===== config.mk =====
export PLATFORM = sky130hd
export DESIGN_NAME = cv32e40px_x_id_tracker
export DESIGN_NICKNAME = d
export VERILOG_FILES = /design/src/rtl/cv32e40px_core_v_xif_pkg.sv /design/src/rtl/cv32e40px_x_id_tracker.sv
export SDC_FILE = /design/constraint.sdc
export NUM_CORES = 1
export LEC_CHECK = 0
export ABC_AREA = 1
export CAP_MARGIN = 10
export CORE_UTILIZATION = 45
export CTS_CLUSTER_SIZE = 20
export DETAILED_ROUTE_END_ITERATION = 7
export DONT_BUFFER_PORTS = 1
export GPL_TIMING_DRIVEN = 0
export PLACE_DENSITY = 0.68
export SYNTH_ARGS = -nofsm -noshare
export SYNTH_HDL_FRONTEND = slang
export SYNTH_SLANG_ARGS = --single-unit

===== constraint.sdc =====
create_clock -name clk -period 9.7 [get_ports clk]
set_input_delay 1.94 -clock clk [delete_from_list [all_inputs] [get_ports clk]]
set_output_delay 1.94 -clock clk [all_outputs]
set_load 0.03 [all_outputs]

===== src/rtl/cv32e40px_core_v_xif_pkg.sv =====
// CORE-V-XIF types shared by the core's X-IF master side.
// Holds the ID width, the commit payload and the per-ID tracker state encoding.
package cv32e40px_core_v_xif_pkg;

    localparam int X_ID_WIDTH = 4;

    typedef struct packed {
        logic [X_ID_WIDTH-1:0] id;
        logic                  commit_kill;
    } x_commit_t;

    // Lifecycle of one offload ID, from allocation to release.
    typedef enum logic [1:0] {
        FREE       = 2'd0,
        ISSUED_ACC = 2'd1,
        ISSUED_REJ = 2'd2,
        WAIT_RES   = 2'd3
    } x_id_state_e;

endpackage


===== src/rtl/cv32e40px_x_id_tracker.sv =====
// X-IF offload ID tracker: allocates IDs, records issue outcome, sequences the
// in-order commit/kill stream, gates result acceptance and frees IDs.
module cv32e40px_x_id_tracker
    import cv32e40px_core_v_xif_pkg::*;
#(
    parameter int DEPTH = 4
) (
    input  logic                  clk,
    input  logic                  rst,
    output logic                  alloc_gnt_o,
    output logic [X_ID_WIDTH-1:0] alloc_id_o,
    input  logic                  issue_valid_i,
    input  logic                  issue_ready_i,
    input  logic                  issue_accept_i,
    input  logic                  commit_go_i,
    input  logic                  commit_kill_i,
    output logic                  x_commit_valid_o,
    output x_commit_t             x_commit_o,
    input  logic                  result_valid_i,
    input  logic [X_ID_WIDTH-1:0] result_id_i,
    output logic                  result_ready_o,
    output logic                  busy_o,
    output logic                  err_o
);

    localparam int NUM_IDS = 2 ** X_ID_WIDTH;
    localparam int CNT_W   = $clog2(DEPTH + 1);
    localparam logic [CNT_W-1:0] DEPTH_C = CNT_W'(DEPTH);

    typedef logic [X_ID_WIDTH-1:0] id_t;

    x_id_state_e      state_q [NUM_IDS];
    x_id_state_e      state_d [NUM_IDS];
    id_t              alloc_ptr_q, alloc_ptr_d;
    id_t              commit_ptr_q, commit_ptr_d;
    logic [CNT_W-1:0] count_q, count_d;

    logic      commit_valid_q, commit_valid_d;
    x_commit_t commit_q, commit_d;
    logic      err_q, err_d;

    logic issue_fire;
    logic commit_fire;
    logic commit_frees;
    logic result_waiting;
    logic result_fire;

    // Handshakes: a transfer happens in a cycle where valid and ready are both
    // high at the rising edge; valid must not depend on ready. Issue transfers
    // additionally need alloc_gnt_o, otherwise they are ignored.
    assign alloc_id_o     = alloc_ptr_q;
    assign alloc_gnt_o    = (state_q[alloc_ptr_q] == FREE) && (count_q < DEPTH_C);
    assign issue_fire     = issue_valid_i && issue_ready_i && alloc_gnt_o;

    assign commit_fire    = (commit_go_i || commit_kill_i) &&
                            ((state_q[commit_ptr_q] == ISSUED_ACC) ||
                             (state_q[commit_ptr_q] == ISSUED_REJ));
    assign commit_frees   = commit_fire &&
                            (commit_kill_i || (state_q[commit_ptr_q] == ISSUED_REJ));

    assign result_waiting = (state_q[result_id_i] == WAIT_RES);
    assign result_ready_o = !result_valid_i || result_waiting;
    assign result_fire    = result_valid_i && result_waiting;

    always_comb begin
        state_d        = state_q;
        alloc_ptr_d    = alloc_ptr_q;
        commit_ptr_d   = commit_ptr_q;
        commit_valid_d = 1'b0;
        commit_d       = '0;
        err_d          = result_valid_i && !result_waiting;

        // Issue, commit and result always target distinct IDs because each
        // requires a different current state, so the updates never collide.
        if (commit_fire) begin
            commit_valid_d       = 1'b1;
            commit_d.id          = commit_ptr_q;
            commit_d.commit_kill = commit_kill_i;
            commit_ptr_d         = commit_ptr_q + id_t'(1);
            if (commit_frees) begin
                state_d[commit_ptr_q] = FREE;
            end else begin
                state_d[commit_ptr_q] = WAIT_RES;
            end
        end

        if (result_fire) begin
            state_d[result_id_i] = FREE;
        end

        if (issue_fire) begin
            state_d[alloc_ptr_q] = issue_accept_i ? ISSUED_ACC : ISSUED_REJ;
            alloc_ptr_d          = alloc_ptr_q + id_t'(1);
        end
    end

    // Up to two entries can be released in one cycle (commit plus result).
    assign count_d = count_q + CNT_W'(issue_fire) - CNT_W'(commit_frees) - CNT_W'(result_fire);

    always_comb begin
        busy_o = 1'b0;
        for (int i = 0; i < NUM_IDS; i++) begin
            if (state_q[i] != FREE) begin
                busy_o = 1'b1;
            end
        end
    end

    always_ff @(posedge clk or posedge rst) begin
        if (rst) begin
            for (int i = 0; i < NUM_IDS; i++) begin
                state_q[i] <= FREE;
            end
            alloc_ptr_q    <= '0;
            commit_ptr_q   <= '0;
            count_q        <= '0;
            commit_valid_q <= 1'b0;
            commit_q       <= '0;
            err_q          <= 1'b0;
        end else begin
            for (int i = 0; i < NUM_IDS; i++) begin
                state_q[i] <= state_d[i];
            end
            alloc_ptr_q    <= alloc_ptr_d;
            commit_ptr_q   <= commit_ptr_d;
            count_q        <= count_d;
            commit_valid_q <= commit_valid_d;
            commit_q       <= commit_d;
            err_q          <= err_d;
        end
    end

    assign x_commit_valid_o = commit_valid_q;
    assign x_commit_o       = commit_q;
    assign err_o            = err_q;

endmodule


==> results of run 1 <==
-- cell type report --
| type | count | area [um2] | share of cell area [%] |
|---|---|---|---|
| Buffer | 18 | 100 | 2.45 |
| Clock buffer | 7 | 86.3 | 2.11 |
| Clock inverter | 1 | 5.00 | 0.122 |
| Inverter | 78 | 293 | 7.16 |
| Multi-Input combinational cell | 462 | 2200 | 53.8 |
| Sequential cell | 50 | 1250 | 30.6 |
| Tap cell | 105 | 131 | 3.21 |
| Timing Repair Buffer | 1 | 20.0 | 0.490 |
-- cell usage after synthesis (all sizes together) (3+ instances only) --
library cell / instances / area (um2)
clkbuf: 10 / 37.5
a21oi: 38 / 190
nand3: 67 / 400
buf: 8 / 62.6
nor4: 3 / 18.8
nor3: 3 / 15.0
nor2: 93 / 372
o21ai: 59 / 295
clkinv: 3 / 11.3
nand2: 176 / 661
xor2: 4 / 35.0
dfrtp: 50 / 1250
ha: 12 / 150
nand4: 3 / 18.8
inv: 75 / 282
-- cell families after synthesis --
kind of cell / count (synthesis) / share of synthesized area (%)
and+or+nand+nor: 347 / 39.0
AOI/OAI and AO/OA: 97 / 12.6
buffers and inverters: 96 / 10.2
DFF: 50 / 32.6
adders and majority gates: 13 / 4.43
xor gates and xnor gates: 5 / 1.14
-- report_power, final --
| part | total, W | internal (W) | switching, W |
|---|---|---|---|
| Combinational | 0.000799 | 0.000244 | 0.000555 |
| Clock | 0.000132 | 0.0000578 | 0.0000742 |
| Sequential | 0.000447 | 0.000311 | 0.000136 |
-- state kept, by name, summed over array words and instances (netlist names) --
signal	flops
x_commit_valid_o	1
err_o	1
commit_ptr_q	4
count_q	3
x_commit_o	5
state_q	32
alloc_id_o	4
-- per-stage QoR --
| stage | std cells | setup slack, ps |
|---|---|---|
| 4_1_cts | 722 | 4480 |
| 5_1_grt | 722 | 4320 |
| 6_report | 722 | 4490 |
| 3_3_place_gp | 713 | 4500 |
| 2_1_floorplan | 608 | 4700 |
| 3_5_place_dp | 714 | 4480 |
-- metal layers --
metal / track usage (%) / vias up / share of wire (%)
met4: 9.62 / 0 / 2.3
met1: 43.4 / 1855 / 46
met5: 0 / - / 0
met3: 5.31 / 19 / 7.7
met2: 45.7 / 166 / 44
li1: - / 1947 / -
-- final timing paths --
kind                                               endpoint  slack, ps  cells past startpoint
worst min-delay path                   count_q[2]$_DFF_PP0_        590                      2
worst max-delay path                         result_ready_o       4490                     10
worst max register to register         count_q[2]$_DFF_PP0_       4900                     19
min in group asynchronous       commit_ptr_q[2]$_DFFE_PP0N_       1480                      1
worst min register to register         count_q[2]$_DFF_PP0_        590                      2
max in group asynchronous             state_q[31]$_DFF_PP0_       7690                      2
-- worst max-delay path, delay by kind of cell --
family                 cells  cell delay [ps]
and+or+nand+nor            7              630
buffers and inverters      3              710
==> impl_metrics.yaml, run 1 <==
hold_path:
  min_from: "count_q[2]$_DFF_PP0_"
  min_path_type: "register to register"
global_routing:
  antenna_found_initial: 0
  grt_overflow: 0
  grt_max_degree: 35
  grt_usage_pct: 30.2
  grt_pass1_vias: 3636
  grt_pass1_wl_um: 19800
critical_path:
  critPathKind: "primary input to output pin"
  critPathLaunchType: "primary input"
  crit_arrival_ps: 3270
  critPathRequiredTime_ps: 7760
  cpMaxStageDelayCell: "clkbuf_1"
  cp_common_cell: "nand2_1"
  r2r_start: "commit_ptr_q[1]$_DFFE_PP0N_"
  end_kind: "output pin"
  path_cells: "clkbuf_1 > nand2_1 > nand2_1 > nand2_1 > nand2_1 > nor2_2 > nor2_4 > buf_6 > nor2_1 > inv_1"
  critPathMaxFanout: 10
  startpoint: "result_id_i[1]"
  max_stage_delay_ps: 320
final_layout:
  layout.nets: 641
  final_area_um2: 4090
  fin_util_pct: 49.5
  antennaDiodeCount: 0
  final_common_cell: "nand2_1"
  syn2layout_area_growth_pct: 6.32
  drive_above_1_share_pct: 6.16
  num-fill-cells: 889
  final_cell_mix: "nand2_1 (176), nor2_1 (88), inv_1 (70), o21ai_0 (58), nand3_1 (54)"
routing:
  wl_per_cell_um: 17.2
  drc: 0
  vias: 3987
  firstDrtPassIters: 5
  antenna_left: 0
  totalWireLength_um: 12400
  drtIter0Drc: 404
  vias_per_cell: 5.52
floorplanning:
  start_util_pct: 46.5
  die_w_um: 94.4
  ios: 26
  die_h_um: 94.4
  dieArea_um2: 8920
  placementRows: 33
  core_um2: 8260
timing:
  finalHoldViolCount: 0
  final.setup.tns_ps: 0
  timing.final.crit_period_ps: 5210
  period_share_pct: 53.7
  skew_ps: 7.25
  slew_headroom_pct: 50.9
  setup_viol: 0
  worstMarginPinSlew_ps: 734
  finalMaxSlewViolations: 0
  whs_ps: 590
  timing.fmax_ghz: 0.192
  rsz0062_at_grt: "no"
flow_run:
  max-cap-violations: 0
pwr:
  peakVddDrop_uv: 166
  finalPower_w: 0.00138
  p_leak_nw: 2.03
  cellPowerDensity_nw_per_um2: 337
synthesis:
  synth-edff-count: 0
  synth_cell_type_count: 27
  syn_inst: 608
  ys_ff_latch: 50
  syn_area_per_cell_um2: 6.32
  seq_area_frac_synth_pct: 32.6
  synth_area_um2: 3840
  syn_nets: 633
  async_flop_share_pct: 100
  yosysWarnings: 0
  synth_ff_type: "dfrtp_1"
status:
  status: "finished clean"
place:
  gp_congestion: 0.926
  portBuffers: 0
  hpwl_um: 9770
  place_area_um2: 4000
cts:
  clock-sinks: 50
  clk_pin_slew_ps: 90
  cts-root-buf: "clkbuf_8"
  worstSkewPairLatency_ps: 310
  htreeDepth: 2
  cts_hold_buf: 0
  cts_buffer_depth: 2
  cts_resized: 0
  numCtsBuffers: 5
  cts_setup_buffers: 0
  cts_tree: "done"
No activity file was read; power rests on OpenSTA's default activity.
==> inputs of run 2 (changes only) <==
--- a/config.mk
+++ b/config.mk
@@ -12,7 +12,7 @@
 export DETAILED_ROUTE_END_ITERATION = 7
 export DONT_BUFFER_PORTS = 1
 export GPL_TIMING_DRIVEN = 0
-export PLACE_DENSITY = 0.68
+export PLACE_DENSITY = 0.7
 export SYNTH_ARGS = -nofsm -noshare
 export SYNTH_HDL_FRONTEND = slang
 export SYNTH_SLANG_ARGS = --single-unit
==> constraint.sdc (replaced) <==
create_clock -name clk -period 4.56 [get_ports clk]
set_input_delay 0.912 -clock clk [delete_from_list [all_inputs] [get_ports clk]]
set_output_delay 0.912 -clock clk [all_outputs]
set_load 0.03 [all_outputs]
==> impl_metrics.yaml, run 2 (synthesis gave the netlist of run 1 again) <==
pwr:
  comb_power_share_pct: 57.1
  pwr-share-seq_pct: 31.7
  peakVddDrop_uv: 321
  switchingPower_w: 0.00162
  cellPowerDensity_nw_per_um2: 723
  clkPwrFrac_pct: 11.2
  swShare_pct: 54.6
  finalPower_w: 0.00297
  p_leak_nw: 2.04
  p_int_w: 0.00135
timing:
  rsz0062_at_grt: "no"
  slew_headroom_pct: 53.8
  final.setup.tns_ps: 0
  timing.fmax_ghz: 0.240
  setup_viol: 0
  timing.final.crit_period_ps: 4160
  skew_ps: 3.69
  period_share_pct: 91.3
  finalMaxSlewViolations: 0
  worstMarginPinSlew_ps: 693
  finalHoldViolCount: 0
critical_path:
  r2r_start: "commit_ptr_q[0]$_DFFE_PP0N_"
  critPathRequiredTime_ps: 4800
  rr_worst_depth: 17
  rr_endpoint: "count_q[2]$_DFF_PP0_"
  crit_arrival_ps: 4410
  critPathLaunchType: "register"
  startpoint: "commit_ptr_q[0]$_DFFE_PP0N_"
  reg2reg_slack_ps: 400
  critPathMaxFanout: 11
  critPathKind: "register to register"
  end_kind: "register"
status:
  status: "finished clean"
global_routing:
  antenna_found_initial: 0
  grt_pass1_wl_um: 19800
  grt_max_degree: 30
  grt_usage_pct: 30.2
  grt_overflow: 0
  grt_pass1_vias: 3783
routing:
  firstDrtPassIters: 5
  drc: 0
  vias_per_cell: 5.52
  vias: 3979
  top_layer_used: "met4"
  wl_per_cell_um: 17.2
  wl_met3_um: 1050
  wl_met2_um: 5700
  met1_length_um: 5440
  totalWireLength_um: 12400
  antenna_left: 0
  drtIter0Drc: 289
floorplanning:
  start_util_pct: 46.5
  dieArea_um2: 8920
  die_w_um: 94.4
  placementRows: 33
  die_h_um: 94.4
  core_um2: 8260
  ios: 26
cts:
  cts_hold_buf: 0
  clock-sinks: 50
  numCtsBuffers: 5
  htreeDepth: 2
  cts_tree: "done"
  cts_setup_buffers: 0
  cts-root-buf: "clkbuf_8"
  worstSkewPairLatency_ps: 320
  cts_buffer_depth: 2
  clk_pin_slew_ps: 100
flow_run:
  max-cap-violations: 0
final_layout:
  antennaDiodeCount: 0
  drive_above_1_share_pct: 6.66
  syn2layout_area_growth_pct: 7.00
  layout.nets: 640
  final_common_cell: "nand2_1"
  final_cell_mix: "nand2_1 (176), nor2_1 (87), inv_1 (70), o21ai_0 (58), nand3_1 (54)"
  largest_reg_flops: 32
  final_area_um2: 4110
  top_register: "state_q"
place:
  hpwl_um: 9760
  gp_congestion: 0.971
  portBuffers: 0
  place_area_um2: 4000
hold_path:
  min_path_type: "primary input to asynchronous set/reset pin"
[run 2: changes by cell type in the layout (fill, tap and decap cells not counted), sizes merged]
| cell | before | now |
|---|---|---|
| inv | 75 | 76 |
| clkbuf | 17 | 14 |
| bufinv | 0 | 1 |
[run 2: worst max-delay path by stage]
stage | end | cells past startpoint
after floorplan | count_q[2]$_DFF_PP0_ | 19
after global placement | count_q[2]$_DFF_PP0_ | 19
after detailed placement | count_q[2]$_DFF_PP0_ | 19
after CTS | count_q[2]$_DFF_PP0_ | 19
after global routing | count_q[2]$_DFF_PP0_ | 16
final | count_q[2]$_DFF_PP0_ | 17
[run 2: stage by stage]
step | hold WS [ps] | cells | setup slack, ps | util, %
6_report | 494 | 721 | 395 | 49.8
5_1_grt | 526 | 721 | 76.2 | 49.8
4_1_cts | 505 | 722 | 108 | 49.8
3_5_place_dp | 581 | 714 | -48.3 | 48.4
3_3_place_gp | 565 | 713 | 18.1 | 48.1
2_1_floorplan | 528 | 608 | 936 | -
[run 2: metal layers]
| metal | vias to the layer above | global-route usage (%) |
|---|---|---|
| met5 | - | 0 |
| met4 | 0 | 8.08 |
| met3 | 14 | 6.12 |
| met2 | 146 | 49.0 |
| met1 | 1877 | 40.8 |
| li1 | 1942 | - |
[run 2: layout make-up]
| cell class | instances | area (um2) |
|---|---|---|
| Fill cell | 871 | 4150 |
| Sequential cell | 50 | 1250 |
| Timing Repair Buffer | 1 | 20.0 |
| Tap cell | 105 | 131 |
| Buffer | 17 | 97.6 |
| Clock inverter | 3 | 43.8 |
| Multi-Input combinational cell | 462 | 2210 |
| Clock buffer | 5 | 68.8 |
| Inverter | 78 | 293 |
[run 2: worst max-delay path, stage by stage (launching register included)]
cell	delay (ps)
dfrtp_1	390
buf_2	240
clkinv_1	260
clkbuf_1	340
a21oi_1	200
o21ai_0	100
a21oi_1	260
nor4_1	110
ha_1	240
nor2_4	230
clkbuf_2	320
nor2_1	120
fa_1	400
ha_1	290
inv_1	50
ha_1	190
xnor2_1	160
xor2_1	180
[run 2: power by group through the flow]
stage | combinational, W | clock [W] | sequential, W
CTS | 0.00167 | 0.000337 | 0.000936
detailed placement | 0.00166 | 0 | 0.000946
global placement | 0.00161 | 0 | 0.000942
global route | 0.00193 | 0.000356 | 0.000963
finish | 0.00170 | 0.000333 | 0.000943
floorplan | 0.00125 | 0 | 0.000863
[run 2: timing repair]
action                     4_1_cts  5_1_grt
setup endpoints to repair        1        2
gates cloned                     0        0
pin swaps                        0        0
gates resized for setup          1        3
==> inputs of run 3 (changes only) <==
--- a/config.mk
+++ b/config.mk
@@ -7,12 +7,13 @@
 export LEC_CHECK = 0
 export ABC_AREA = 1
 export CAP_MARGIN = 10
-export CORE_UTILIZATION = 45
+export CORE_UTILIZATION = 58
 export CTS_CLUSTER_SIZE = 20
 export DETAILED_ROUTE_END_ITERATION = 7
 export DONT_BUFFER_PORTS = 1
 export GPL_TIMING_DRIVEN = 0
-export PLACE_DENSITY = 0.7
+export PLACE_DENSITY = 0.84
+export SKIP_LAST_GASP = 1
 export SYNTH_ARGS = -nofsm -noshare
 export SYNTH_HDL_FRONTEND = slang
 export SYNTH_SLANG_ARGS = --single-unit
==> impl_metrics.yaml, run 3 (synthesis gave the netlist of run 1 again) <==
final_layout:
  top_register: "state_q"
  final_cell_mix: "nand2_1 (176), nor2_1 (87), inv_1 (70), o21ai_0 (57), nand3_1 (54)"
  multi_input_area_um2: 2210
  layout.nets: 640
  antennaDiodeCount: 0
  largest_reg_flops: 32
  drive_above_1_share_pct: 7.14
  final_area_um2: 4080
  register_area_um2: 1250
  syn2layout_area_growth_pct: 6.12
  final_common_cell: "nand2_1"
  num-fill-cells: 601
critical_path:
  crit_arrival_ps: 4480
  r2r_start: "commit_ptr_q[0]$_DFFE_PP0N_"
  reg2reg_slack_ps: 320
  rr_worst_depth: 17
  critPathMaxFanout: 11
  end_kind: "register"
  critPathKind: "register to register"
  critPathLaunchType: "register"
  critPathRequiredTime_ps: 4800
  rr_endpoint: "count_q[2]$_DFF_PP0_"
cts:
  cts-root-buf: "clkbuf_8"
  cts_setup_buffers: 0
  cts_buffer_depth: 2
  clk_pin_slew_ps: 100
  clock-sinks: 50
  worstSkewPairLatency_ps: 310
  htreeDepth: 2
  numCtsBuffers: 5
  cts_tree: "done"
global_routing:
  grt_overflow: 0
  grt_usage_pct: 36.1
  grt_pass1_vias: 3814
  grt_max_degree: 35
  antenna_found_initial: 0
  grt_pass1_wl_um: 19200
pwr:
  p_leak_nw: 2.05
  cellPowerDensity_nw_per_um2: 733
  peakVddDrop_uv: 589
place:
  post-place-ws_ps: -377
  gp_congestion: 1.06
  portBuffers: 0
  place_area_um2: 3960
  hpwl_um: 9300
timing:
  period_share_pct: 92.9
  slew_headroom_pct: 58.6
  rsz0062_at_grt: "no"
  timing.fmax_ghz: 0.236
  setup_viol: 0
  timing.final.crit_period_ps: 4240
  finalMaxSlewViolations: 0
  worst_slack_ps: 324
  worstMarginPinSlew_ps: 621
  skew_ps: 6.25
  finalHoldViolCount: 0
floorplanning:
  placementRows: 29
  dieArea_um2: 6960
  die_h_um: 83.4
  die_w_um: 83.4
  start_util_pct: 60.2
  core_um2: 6390
  ios: 26
routing:
  firstDrtPassIters: 5
  wl_per_cell_um: 17.3
  totalWireLength_um: 12000
  drtIter0Drc: 437
  antenna_left: 0
  drc: 0
  vias: 4023
  vias_per_cell: 5.81
hold_path:
  min_path_type: "primary input to asynchronous set/reset pin"
status:
  status: "finished clean"
flow_run:
  max-cap-violations: 0
-- run 3: per-stage QoR --
step                      hold WS, ps  cells  util (%)  setup TNS [ps]  power [W]
final                             446    693      63.9               0    0.00299
after global routing              476    693      63.9               0    0.00324
after CTS                         462    694      63.7               0    0.00292
after detailed placement          583    686      62.0            -526    0.00262
after global placement            572    685      61.7            -476    0.00257
after floorplan                   528    608         -               0    0.00211
-- run 3: report_power, final --
part	internal (W)	switching, W	leakage (nW)	total, W
Clock	0.000139	0.000159	0.0544	0.000299
Sequential	0.000661	0.000280	0.614	0.000941
Combinational	0.000533	0.00122	1.38	0.00175
-- run 3: final cells by class --
class                      instances  share of cell area [%]
inverter                          78                    7.18
buffer                            17                    2.45
clock inverter                     1                   0.215
sequential                        50                    30.7
timing repair buffer               1                   0.491
clock buffer                       7                    2.36
tap                               77                    2.36
multi-input combinational        462                    54.3
-- run 3: worst max-delay path by stage --
stage | from | to | slack, ps
finish | commit_ptr_q[0]$_DFFE_PP0N_ | count_q[2]$_DFF_PP0_ | 320
global placement | commit_ptr_q[1]$_DFFE_PP0N_ | count_q[2]$_DFF_PP0_ | -330
CTS | commit_ptr_q[1]$_DFFE_PP0N_ | count_q[2]$_DFF_PP0_ | 90
detailed placement | commit_ptr_q[1]$_DFFE_PP0N_ | count_q[2]$_DFF_PP0_ | -380
global route | commit_ptr_q[0]$_DFFE_PP0N_ | count_q[2]$_DFF_PP0_ | 10
floorplan | commit_ptr_q[1]$_DFFE_PP0N_ | count_q[2]$_DFF_PP0_ | 940
-- run 3: repair_timing --
item,4_1_cts,5_1_grt
endpoints found under the setup margin,2,2
resized for setup,2,7
hold buffers,0,0
-- run 3: layer usage --
layer / global-route usage, % / wire (um)
met5: 0 / 0
met1: 49.1 / 4900
met3: 8.35 / 1360
met4: 14.1 / 428
met2: 55.8 / 5320
-- run 3: critical path, stage by stage (launching register included) --
cell and delay, ps:
dfrtp_1 400, buf_2 240, clkinv_1 240, clkbuf_2 290
a21oi_1 180, o21ai_1 120, a21oi_1 230, nor4_2 90
ha_1 230, nor2_4 260, clkbuf_2 400, nor2_1 180
fa_1 540, inv_1 50, ha_1 180, ha_1 190
xnor2_1 170, xor2_1 160
